===== src/rtl/regression_inference_mlane_if.sv =====
// Memory-bus, control and result signals of the multi-lane regression inference core.
// master = the core, slave = memories/control/result consumer.
interface regression_inference_mlane_if #(
  parameter int N_INPUTS  = 784,
  parameter int N_CLASSES = 10,
  parameter int LANES     = 2,
  parameter int W_W       = 8,
  parameter int ACC_W     = 32
);
  localparam int PASSES = (N_CLASSES + LANES - 1) / LANES;
  localparam int WA_W   = (PASSES * N_INPUTS > 1) ? $clog2(PASSES * N_INPUTS) : 1;
  localparam int CLS_W  = (N_CLASSES > 1) ? $clog2(N_CLASSES) : 1;
  localparam int IA_W   = (N_INPUTS > 1) ? $clog2(N_INPUTS) : 1;

  logic [WA_W-1:0]        weight_addr;
  logic [LANES*W_W-1:0]   weight_data;
  logic [CLS_W-1:0]       bias_addr;
  logic [ACC_W-1:0]       bias_data;
  logic [IA_W-1:0]        input_addr;
  logic [7:0]             input_pixel;
  logic                   weights_ready;
  logic                   start_inference;
  logic [CLS_W-1:0]       predicted_digit;
  logic [ACC_W-1:0]       max_score;
  logic                   inference_done;
  logic                   busy;

  modport master (
    output weight_addr, bias_addr, input_addr,
    output predicted_digit, max_score, inference_done, busy,
    input  weight_data, bias_data, input_pixel, weights_ready, start_inference
  );

  modport slave (
    input  weight_addr, bias_addr, input_addr,
    input  predicted_digit, max_score, inference_done, busy,
    output weight_data, bias_data, input_pixel, weights_ready, start_inference
  );
endinterface


===== src/rtl/regression_inference_mlane.sv =====
// Multi-lane linear classifier: LANES class scores per pass over the image, then argmax.
// Optional macro SCORE_READ_EN adds a readable register file of all final class scores.
module regression_inference_mlane #(
  parameter int N_INPUTS  = 784,
  parameter int N_CLASSES = 10,
  parameter int LANES     = 2,
  parameter int W_W       = 8,
  parameter int ACC_W     = 32,
  localparam int PASSES   = (N_CLASSES + LANES - 1) / LANES,
  localparam int CLS_W    = (N_CLASSES > 1) ? $clog2(N_CLASSES) : 1
) (
  input  logic clk,
  input  logic rst,
  regression_inference_mlane_if.master bus
`ifdef SCORE_READ_EN
  ,
  input  logic [CLS_W-1:0] score_rd_addr,
  output logic [ACC_W-1:0] score_rd_data
`endif
);
  localparam int WA_W = (PASSES * N_INPUTS > 1) ? $clog2(PASSES * N_INPUTS) : 1;
  localparam int IA_W = (N_INPUTS > 1) ? $clog2(N_INPUTS) : 1;
  localparam int PC_W = $clog2(PASSES + 1);
  localparam int K_W  = $clog2(LANES + 2);
  localparam int CI_W = $clog2(PASSES * LANES + LANES + 1);
  localparam int PW   = W_W + 9;

  typedef enum logic [2:0] {S_IDLE, S_MAC, S_DRAIN, S_BIAS, S_DONE} state_e;
  state_e state_q, state_d;

  logic [IA_W-1:0]         i_q;
  logic [WA_W-1:0]         wbase_q;
  logic [PC_W-1:0]         pass_q;
  logic [CI_W-1:0]         cbase_q;
  logic [K_W-1:0]          k_q;
  logic                    mac_vld_q;
  logic                    bias_vld_q;
  logic [CI_W-1:0]         bias_cls_q;
  logic [K_W-1:0]          bias_lane_q;
  logic signed [ACC_W-1:0] acc_q [LANES];
  logic signed [ACC_W-1:0] run_max_q;
  logic [CLS_W-1:0]        run_idx_q;
  logic signed [ACC_W-1:0] max_q;
  logic [CLS_W-1:0]        pred_q;
  logic                    done_q;
  logic                    busy_q;

  logic                    start_ok;
  logic                    last_i;
  logic                    last_k;
  logic                    last_pass;
  logic                    bias_issue;
  logic [CI_W-1:0]         cur_cls;
  logic signed [ACC_W-1:0] sel_acc;
  logic signed [ACC_W-1:0] score;
  logic signed [ACC_W-1:0] prod [LANES];

  // A start coinciding with the done pulse is dropped; IDLE accepts one cycle later.
  assign start_ok   = (state_q == S_IDLE) && bus.start_inference && bus.weights_ready && !done_q;
  assign last_i     = (i_q == IA_W'(N_INPUTS - 1));
  assign last_k     = (k_q == K_W'(LANES));
  assign last_pass  = (pass_q == PC_W'(PASSES - 1));
  assign cur_cls    = cbase_q + CI_W'(k_q);
  assign bias_issue = (state_q == S_BIAS) && (k_q < K_W'(LANES)) && (cur_cls < CI_W'(N_CLASSES));
  assign score      = sel_acc + $signed(bus.bias_data);

  always_comb begin
    for (int unsigned j = 0; j < LANES; j++) begin
      prod[j] = ACC_W'(PW'(signed'({1'b0, bus.input_pixel})) *
                       PW'(signed'(bus.weight_data[j*W_W +: W_W])));
    end
  end

  always_comb begin
    sel_acc = '0;
    for (int unsigned j = 0; j < LANES; j++) begin
      if (bias_lane_q == K_W'(j)) sel_acc = acc_q[j];
    end
  end

  always_ff @(posedge clk) begin
    if (rst) state_q <= S_IDLE;
    else     state_q <= state_d;
  end

  always_comb begin
    state_d             = state_q;
    bus.input_addr      = i_q;
    bus.weight_addr     = wbase_q + WA_W'(i_q);
    bus.bias_addr       = bias_issue ? CLS_W'(cur_cls) : '0;
    bus.predicted_digit = pred_q;
    bus.max_score       = max_q;
    bus.inference_done  = done_q;
    bus.busy            = busy_q;
    case (state_q)
      S_IDLE:  if (start_ok) state_d = S_MAC;
      S_MAC:   if (last_i) state_d = S_DRAIN;
      S_DRAIN: state_d = S_BIAS;
      S_BIAS:  if (last_k) state_d = last_pass ? S_DONE : S_MAC;
      S_DONE:  state_d = S_IDLE;
      default: state_d = S_IDLE;
    endcase
  end

  always_ff @(posedge clk) begin
    if (rst) begin
      i_q         <= '0;
      wbase_q     <= '0;
      pass_q      <= '0;
      cbase_q     <= '0;
      k_q         <= '0;
      mac_vld_q   <= 1'b0;
      bias_vld_q  <= 1'b0;
      bias_cls_q  <= '0;
      bias_lane_q <= '0;
      run_max_q   <= '0;
      run_idx_q   <= '0;
      max_q       <= '0;
      pred_q      <= '0;
      done_q      <= 1'b0;
      busy_q      <= 1'b0;
      for (int unsigned j = 0; j < LANES; j++) acc_q[j] <= '0;
    end else begin
      mac_vld_q   <= (state_q == S_MAC);
      bias_vld_q  <= bias_issue;
      bias_cls_q  <= cur_cls;
      bias_lane_q <= k_q;
      done_q      <= 1'b0;
      case (state_q)
        S_IDLE: begin
          if (start_ok) begin
            i_q     <= '0;
            wbase_q <= '0;
            pass_q  <= '0;
            cbase_q <= '0;
            k_q     <= '0;
            busy_q  <= 1'b1;
            for (int unsigned j = 0; j < LANES; j++) acc_q[j] <= '0;
          end
        end
        S_MAC: i_q <= last_i ? '0 : i_q + IA_W'(1);
        S_BIAS: begin
          if (last_k) begin
            k_q <= '0;
            for (int unsigned j = 0; j < LANES; j++) acc_q[j] <= '0;
            if (last_pass) begin
              pass_q  <= '0;
              wbase_q <= '0;
              cbase_q <= '0;
            end else begin
              pass_q  <= pass_q + PC_W'(1);
              wbase_q <= wbase_q + WA_W'(N_INPUTS);
              cbase_q <= cbase_q + CI_W'(LANES);
            end
          end else begin
            k_q <= k_q + K_W'(1);
          end
        end
        S_DONE: begin
          done_q <= 1'b1;
          busy_q <= 1'b0;
          pred_q <= run_idx_q;
          max_q  <= run_max_q;
        end
        default: ;
      endcase
      // Memory data lags the address by one cycle, so accumulate on the cycle after MAC issued it.
      if (mac_vld_q) begin
        for (int unsigned j = 0; j < LANES; j++) acc_q[j] <= acc_q[j] + prod[j];
      end
      if (bias_vld_q && ((bias_cls_q == '0) || (score > run_max_q))) begin
        run_max_q <= score;
        run_idx_q <= CLS_W'(bias_cls_q);
      end
    end
  end

`ifdef SCORE_READ_EN
  logic [ACC_W-1:0] score_q [N_CLASSES];
  logic [ACC_W-1:0] rd_d;
  logic [ACC_W-1:0] rd_q;

  always_comb begin
    rd_d = '0;
    for (int unsigned c = 0; c < N_CLASSES; c++) begin
      if (score_rd_addr == CLS_W'(c)) rd_d = score_q[c];
    end
  end

  always_ff @(posedge clk) begin
    if (rst) begin
      rd_q <= '0;
      for (int unsigned c = 0; c < N_CLASSES; c++) score_q[c] <= '0;
    end else begin
      rd_q <= rd_d;
      for (int unsigned c = 0; c < N_CLASSES; c++) begin
        if (bias_vld_q && (bias_cls_q == CI_W'(c))) score_q[c] <= score;
      end
    end
  end

  assign score_rd_data = rd_q;
`endif
endmodule


===== src/flat_wrapper.sv =====
// flat-port wrapper written by rule: the top's interface ports become plain ports
module regression_inference_mlane_flat 
#(
  parameter int N_INPUTS  = 784,
  parameter int N_CLASSES = 10,
  parameter int LANES     = 2,
  parameter int W_W       = 8,
  parameter int ACC_W     = 32,
  localparam int PASSES   = (N_CLASSES + LANES - 1) / LANES,
  localparam int CLS_W    = (N_CLASSES > 1) ? $clog2(N_CLASSES) : 1
)
  (clk, rst, bus_weight_addr, bus_bias_addr, bus_input_addr, bus_predicted_digit, bus_max_score, bus_inference_done, bus_busy, bus_weight_data, bus_bias_data, bus_input_pixel, bus_weights_ready, bus_start_inference);
  regression_inference_mlane_if #(.N_INPUTS(N_INPUTS), .N_CLASSES(N_CLASSES), .LANES(LANES), .W_W(W_W), .ACC_W(ACC_W)) bus_i ();
  input  logic clk;
  input  logic rst;
  output wire logic [$bits(bus_i.weight_addr)-1:0] bus_weight_addr;
  output wire logic [$bits(bus_i.bias_addr)-1:0] bus_bias_addr;
  output wire logic [$bits(bus_i.input_addr)-1:0] bus_input_addr;
  output wire logic [$bits(bus_i.predicted_digit)-1:0] bus_predicted_digit;
  output wire logic [$bits(bus_i.max_score)-1:0] bus_max_score;
  output wire logic [$bits(bus_i.inference_done)-1:0] bus_inference_done;
  output wire logic [$bits(bus_i.busy)-1:0] bus_busy;
  input wire logic [$bits(bus_i.weight_data)-1:0] bus_weight_data;
  input wire logic [$bits(bus_i.bias_data)-1:0] bus_bias_data;
  input wire logic [$bits(bus_i.input_pixel)-1:0] bus_input_pixel;
  input wire logic [$bits(bus_i.weights_ready)-1:0] bus_weights_ready;
  input wire logic [$bits(bus_i.start_inference)-1:0] bus_start_inference;
  assign bus_weight_addr = bus_i.weight_addr;
  assign bus_bias_addr = bus_i.bias_addr;
  assign bus_input_addr = bus_i.input_addr;
  assign bus_predicted_digit = bus_i.predicted_digit;
  assign bus_max_score = bus_i.max_score;
  assign bus_inference_done = bus_i.inference_done;
  assign bus_busy = bus_i.busy;
  assign bus_i.weight_data = bus_weight_data;
  assign bus_i.bias_data = bus_bias_data;
  assign bus_i.input_pixel = bus_input_pixel;
  assign bus_i.weights_ready = bus_weights_ready;
  assign bus_i.start_inference = bus_start_inference;
  regression_inference_mlane #(.N_INPUTS(N_INPUTS), .N_CLASSES(N_CLASSES), .LANES(LANES), .W_W(W_W), .ACC_W(ACC_W)) u_core (.clk(clk), .rst(rst), .bus(bus_i));
endmodule

===== config.mk =====
export PLATFORM = sky130hd
export DESIGN_NAME = regression_inference_mlane_flat
export DESIGN_NICKNAME = d
export VERILOG_FILES = /design/src/rtl/regression_inference_mlane_if.sv /design/src/rtl/regression_inference_mlane.sv /design/src/flat_wrapper.sv
export SDC_FILE = /design/constraint.sdc
export NUM_CORES = 1
export LEC_CHECK = 0
export ABC_AREA = 1
export CAP_MARGIN = 0
export CORE_MARGIN = 2
export CORE_UTILIZATION = 45
export DETAILED_ROUTE_END_ITERATION = 16
export DONT_BUFFER_PORTS = 1
export GPL_ROUTABILITY_DRIVEN = 0
export MAX_ROUTING_LAYER = met4
export PLACE_DENSITY = 0.62
export SLEW_MARGIN = 0
export SYNTH_ARGS = -nofsm -noshare
export SYNTH_HDL_FRONTEND = slang
export SYNTH_SLANG_ARGS = --single-unit

===== constraint.sdc =====
create_clock -name clk -period 8.5 [get_ports clk]
set_input_delay 0.85 -clock clk [delete_from_list [all_inputs] [get_ports clk]]
set_output_delay 0.85 -clock clk [all_outputs]
set_load 0.005 [all_outputs]

==> reports/qor.csv, run 1 <==
metric;value;unit
Die X;204;µm
ranking of synthesized cells by area;ha_1, dfxtp_1, edfxtp_1, nand2_1, inv_1;
Clock transition at path regs;70;ps
status;complete, no violations;
number of routed nets with antenna violations;0;
RSZ-0062 raised after global routing;false;
Max rail drop VDD;158;µV
Relative slew margins;0.235;
Total Nets Final;2942;
DP Area;18400;µm²
Hold Buf Count CTS;0;
Power Dens Cells;229;nW/µm²
H-tree depth;4;
share of cells above drive strength 1;0.0216;
Final min period;6110;ps
share of flip-flops with an asynchronous set or reset;0;
Gates resized, CTS repair;0;
first-pass GRT wire length;78.1;mm
Area Overhead vs Synth;5.25;%
Core Footprint;39700;µm²
Synth top area share;0.157;
Worst-Margin Slew;1150;ps
max capacitance violation total;0;
Clock Sinks;174;
CTS tree;done;
Worst EP arrival;6320;ps
placed cells;3084;
Final Power;4.35;mW
Fmax;164;MHz
DRC Markers;0;
Setup violations, final;0;
drt wl/cell;15.8;µm
Hold Slack;451;ps
PnR worst setup slack;2390;ps
Period Utilization, post-route;0.719;
GRT Total Usage;0.242;
first-pass detailed-route iteration total;7;
drt initial violations;1441;
slowest CP cell;fa_1;
DR vias;16600;
cell mode on critical path;inv_1;
Buf/Inv on CP;7;
die area;41800;µm²
Finished Core Util;0.479;
initial antenna violation count;1;
CTS Buf Count;17;
Final Hold Vio Count;0;
Most used DFF post-synth;dfxtp_1;
Post-Route WL;49.2;mm
count leader, synth;nand2_1;
IO buf count;0;
Synth Instances;2631;
critical path's top delay family;adder cells;
# IOs;124;
clock buffer depth;2;
Post-synth top cells;nand2_1, inv_1, nor2_1;
largest net degree at the start of global routing;81;
LEAKAGE;9.68;nW
Critical Path RT;8710;ps
number of synthesized flops with an enable pin;64;
Initial Utilization;0.455;
final instance area;19000;µm²
sequential area share after synthesis;0.228;
Root Buffer;clkbuf_16;
Post-Place Worst Slack;1960;ps
type of the worst min-delay path;reg -> reg;
Ys Warns;0;
synthesized area;18100;µm²
Die Ht;204;µm
Site Rows;73;
Final Skew;18.8;ps
final HPWL from detailed placement;39.2;mm
Vias/cell;5.32;
Yosys top cell by area;ha_1;
Setup Crit Path Kind;in -> reg;
Final Max Tran Viols;0;
Yosys reg bits;174;
Setup crit end kind;flip-flop;
Synthesized Nets;2995;
Layout fillers;4046;
remaining global-route overflow;0;
Max Fanout on Critical Path;16;
total negative slack;0;ps
vias in the first global route;15700;
Netlist cell types;49;
Clock Latency Late Sink;450;ps
# Post-CTS Setup Buffers;0;
Synth Area per Inst;6.87;µm²
element type at the critical path start;primary input;
Cell Count, Final, Fillers Out;3116;
CP max stage delay;550;ps
==> layer usage <==
layer | track usage | up-vias | wire [µm]
li1 | - | 8380 | -
met4 | 0.0712 | 0 | 1130
met5 | - | - | 0
met2 | 0.414 | 437 | 24000
met3 | 0.0282 | 57 | 2480
met1 | 0.299 | 7689 | 21600
==> logic make-up (layout without fill, tap and decap cells) <==
| group | after synthesis | in the layout | synth area share |
|---|---|---|---|
| AOI/OAI and AO/OA | 520 | 520 | 0.153 |
| xor gates and xnor gates | 52 | 52 | 0.0268 |
| adders and majority gates | 304 | 304 | 0.242 |
| buffers and inverters | 558 | 517 | 0.120 |
| DFF | 174 | 174 | 0.228 |
| other | 0 | 1 | 0 |
| and+or+nand+nor | 1023 | 1023 | 0.230 |
==> sequential cells by signal (all words and copies together) (netlist names) <==
register / cells
u_core.acc_q: 64
u_core.bus.max_score: 32
u_core.run_max_q: 32
u_core.bus.input_addr: 10
u_core.wbase_q: 8
u_core.bus.predicted_digit: 4
u_core.run_idx_q: 4
u_core.bias_cls_q: 3
u_core.cbase_q: 3
u_core.pass_q: 3
u_core.state_q: 3
u_core.bias_lane_q: 2
u_core.k_q: 2
u_core.bias_vld_q: 1
u_core.bus.busy: 1
u_core.bus.inference_done: 1
u_core.mac_vld_q: 1
==> placed cells by master (no fill, tap or decap), types with 32 or more instances in the layout <==
master and instances:
edfxtp_1 64, a21oi_1 256, inv_1 471, xor2_1 32, nor2_1 313, o21ai_0 183
fa_1 77, ha_1 227, nand3_1 142, nand2_1 511, dfxtp_1 109
==> worst min-delay path, stage by stage, from the launching register on <==
cell and delay, ps:
dfxtp_1 310, nand2_1 60, nand2_1 40
==> final timing paths <==
check	end	cells after the start	slack, ps	from
hold reg to reg	u_core.bus.predicted_digit[2]$_SDFFE_PP0P_	2	450	u_core.run_idx_q[2]$_SDFFE_PP0P_
setup / recovery	u_core.acc_q[0][31]$_SDFFCE_PN0P_	27	2390	bus_input_pixel[0]
hold / removal	u_core.bus.predicted_digit[2]$_SDFFE_PP0P_	2	450	u_core.run_idx_q[2]$_SDFFE_PP0P_
setup reg to reg	u_core.run_max_q[7]$_SDFFE_PP0P_	29	3280	u_core.bias_lane_q[0]$_SDFF_PP0_
==> cell type report <==
| cell class | instances | area (µm²) | share of cell area |
|---|---|---|---|
| clock buffer | 20 | 467 | 0.0245 |
| tap | 525 | 657 | 0.0345 |
| inverter | 477 | 1790 | 0.0941 |
| multi-input combinational | 1899 | 11800 | 0.620 |
| sequential | 174 | 4130 | 0.217 |
| clock inverter | 11 | 119 | 0.00624 |
| timing repair buffer | 9 | 67.6 | 0.00355 |
| antenna | 1 | 2.50 | 0.000131 |
==> where the power goes <==
group          switching [mW]  internal, mW  total, mW
registers              0.0309         0.912      0.943
logic                    1.72         0.883       2.60
clock network           0.374         0.434      0.809
Note: power is estimated with default switching activity, not from simulation.
==> run 2: changes to the inputs <==
- ABC_AREA: 1 -> 0
- clock period: 8.5 -> 6.4 ns (I/O delays scaled with it)
==> run 2 against run 1 <==
  * Via count down 16%
  * Critical path type unchanged
  * Utilization up 4.1 points
  * Setup slack lost 2200 ps
  * Power grew 49%
  * Global-route usage shrank 2.1 points
  * Largest power group unchanged
  * Highest routed layer unchanged
  * First-iteration DRC count fell by 43%
==> reports/qor.csv, run 2 <==
metric;value;unit
Ys Warns;0;
Power Dens Cells;342;nW/µm²
first-pass detailed-route iteration total;5;
Fmax;162;MHz
PnR worst setup slack;215;ps
most common cell after layout, fill and taps aside;ha_1;
commonest cells after routing, fill and taps aside;ha_1, nor2_1, inv_1, nand2_1, a21oi_1;
Site Rows;70;
Setup violations, final;0;
largest net degree at the start of global routing;74;
GRT Total Usage;0.221;
Synth Instances;1933;
vias in the first global route;13400;
DR vias;13900;
Final min period;6190;ps
Clock Latency Late Sink;440;ps
Final Hold Vio Count;0;
Post-Place Worst Slack;-318;ps
final HPWL from detailed placement;32.9;mm
Layout fillers;3376;
Core Footprint;36500;µm²
Max Fanout on Critical Path;8;
Netlist cell types;75;
Clock Sinks;174;
Initial Utilization;0.456;
storage element area;4130;µm²
CTS tree;done;
LEAKAGE;8.38;nW
# IOs;124;
initial antenna violation count;4;
Root Buffer;clkbuf_16;
Relative slew margins;0.141;
element type at the critical path start;primary input;
ranking of synthesized cells by area;ha_1, dfxtp_1, edfxtp_1, fa_1, nor2_1;
final instance area;19000;µm²
max capacitance violation total;0;
sequential area share after synthesis;0.247;
DRC Markers;0;
Yosys top cell by area;ha_1;
Post-Route WL;41.3;mm
Die Ht;196;µm
type of the worst min-delay path;in -> reg;
drt initial violations;816;
IO buf count;0;
cell mode on critical path;inv_1;
Final Skew;10.3;ps
RSZ-0062 raised after global routing;true;
Synthesized Nets;2297;
most flop-heavy register;u_core.acc_q;
Critical Path RT;6590;ps
# Post-CTS Setup Buffers;0;
Setup Crit Path Kind;in -> reg;
synthesized area;16700;µm²
H-tree depth;4;
Most used DFF post-synth;dfxtp_1;
slowest CP cell;fa_1;
Setup crit end kind;flip-flop;
Synth Area per Inst;8.62;µm²
Synth top area share;0.170;
Vias/cell;5.57;
Die X;196;µm
max reg flops;64;
drt wl/cell;16.5;µm
Clock transition at path regs;80;ps
Post-synth top cells;ha_1, nor2_1, inv_1;
Worst-Margin Slew;1290;ps
first-pass GRT wire length;67.5;mm
Area Overhead vs Synth;13.9;%
count leader, synth;ha_1;
Period Utilization, post-route;0.966;
CTS Buf Count;17;
die area;38600;µm²
Worst EP arrival;6380;ps
number of synthesized flops with an enable pin;64;
Final Max Tran Viols;0;
status;complete, no violations;
Max rail drop VDD;216;µV
remaining global-route overflow;0;
share of flip-flops with an asynchronous set or reset;0;
DP Area;18300;µm²
area of the multi-input gates;12000;µm²
Total Nets Final;2383;
CP max stage delay;530;ps
share of cells above drive strength 1;0.116;
number of routed nets with antenna violations;0;
Yosys reg bits;174;
clock buffer depth;2;
[run 2: logic make-up (layout without fill, tap and decap cells)]
group,after synthesis,in the layout,share of synthesized area
xor+xnor,115,115,0.0604
fa+ha+maj,304,304,0.263
compound gates,426,426,0.169
flops,174,174,0.247
other cells,0,4,0
mux,42,42,0.0254
simple gates,640,640,0.182
buf+inv,232,331,0.0528
[run 2: final timing paths]
path                                      from                                     to  slack [ps]  cells after the start
max reg2reg   u_core.bias_lane_q[0]$_SDFF_PP0_       u_core.run_max_q[8]$_SDFFE_PP0P_         420                     23
max                         bus_weight_data[9]      u_core.acc_q[0][62]$_SDFFCE_PN0P_         210                     28
min reg2reg  u_core.run_max_q[30]$_SDFFE_PP0P_  u_core.bus.max_score[30]$_SDFFE_PP0P_         470                      1
min                                        rst         u_core.wbase_q[9]$_SDFFE_PP0P_         270                      1
[run 2: worst max-delay path, delay by kind of cell]
family	cells	cell delay [ps]
AO/OA/AOI/OAI	12	2430
XOR/XNOR	2	270
adder cells (fa/ha/maj)	7	2380
buffers and inverters	5	330
AND/OR/NAND/NOR	2	300
[run 2: report_power, final]
group / internal (mW) / total (mW) / switching (mW)
clock: 0.569 / 1.11 / 0.536
sequential: 1.22 / 1.29 / 0.0642
combinational: 1.94 / 4.10 / 2.16
[run 2: area by class of cell]
type                    instances  share of cell area
diodes                          4            0.000527
clock buffers                  17              0.0224
clock inverters                15              0.0104
inverters                     174              0.0344
multi-input cells            1527               0.632
flip-flops and latches        174               0.217
well taps                     468              0.0308
repair buffers                125              0.0521
[run 2: repair_timing]
action | 4_1_cts | 5_1_grt
setup endpoints to repair | 0 | 28
hold buffers | 0 | 0
gates resized for setup | 0 | 17
[run 2: per-stage QoR]
| stage | total power [mW] | util | setup TNS (ps) | hold WS, ps | std cells |
|---|---|---|---|---|---|
| after floorplan | 4.15 | - | -1120 | 442 | 1933 |
| after global placement | 5.28 | 0.501 | -1460 | 453 | 2468 |
| after detailed placement | 5.34 | 0.501 | -2530 | 452 | 2468 |
| after CTS | 6.47 | 0.518 | 0 | 256 | 2500 |
| after global routing | 7.07 | 0.520 | -286 | 247 | 2504 |
| final | 6.49 | 0.520 | 0 | 266 | 2504 |
[run 2: metal layers]
metal  routed length (µm)  global-route usage  vias up
li1                     -                   -     6918
met1                20100               0.298     6717
met2                18800               0.352      267
met3                 1580              0.0311       43
met4                  716              0.0536        0
met5                    0                   -        -
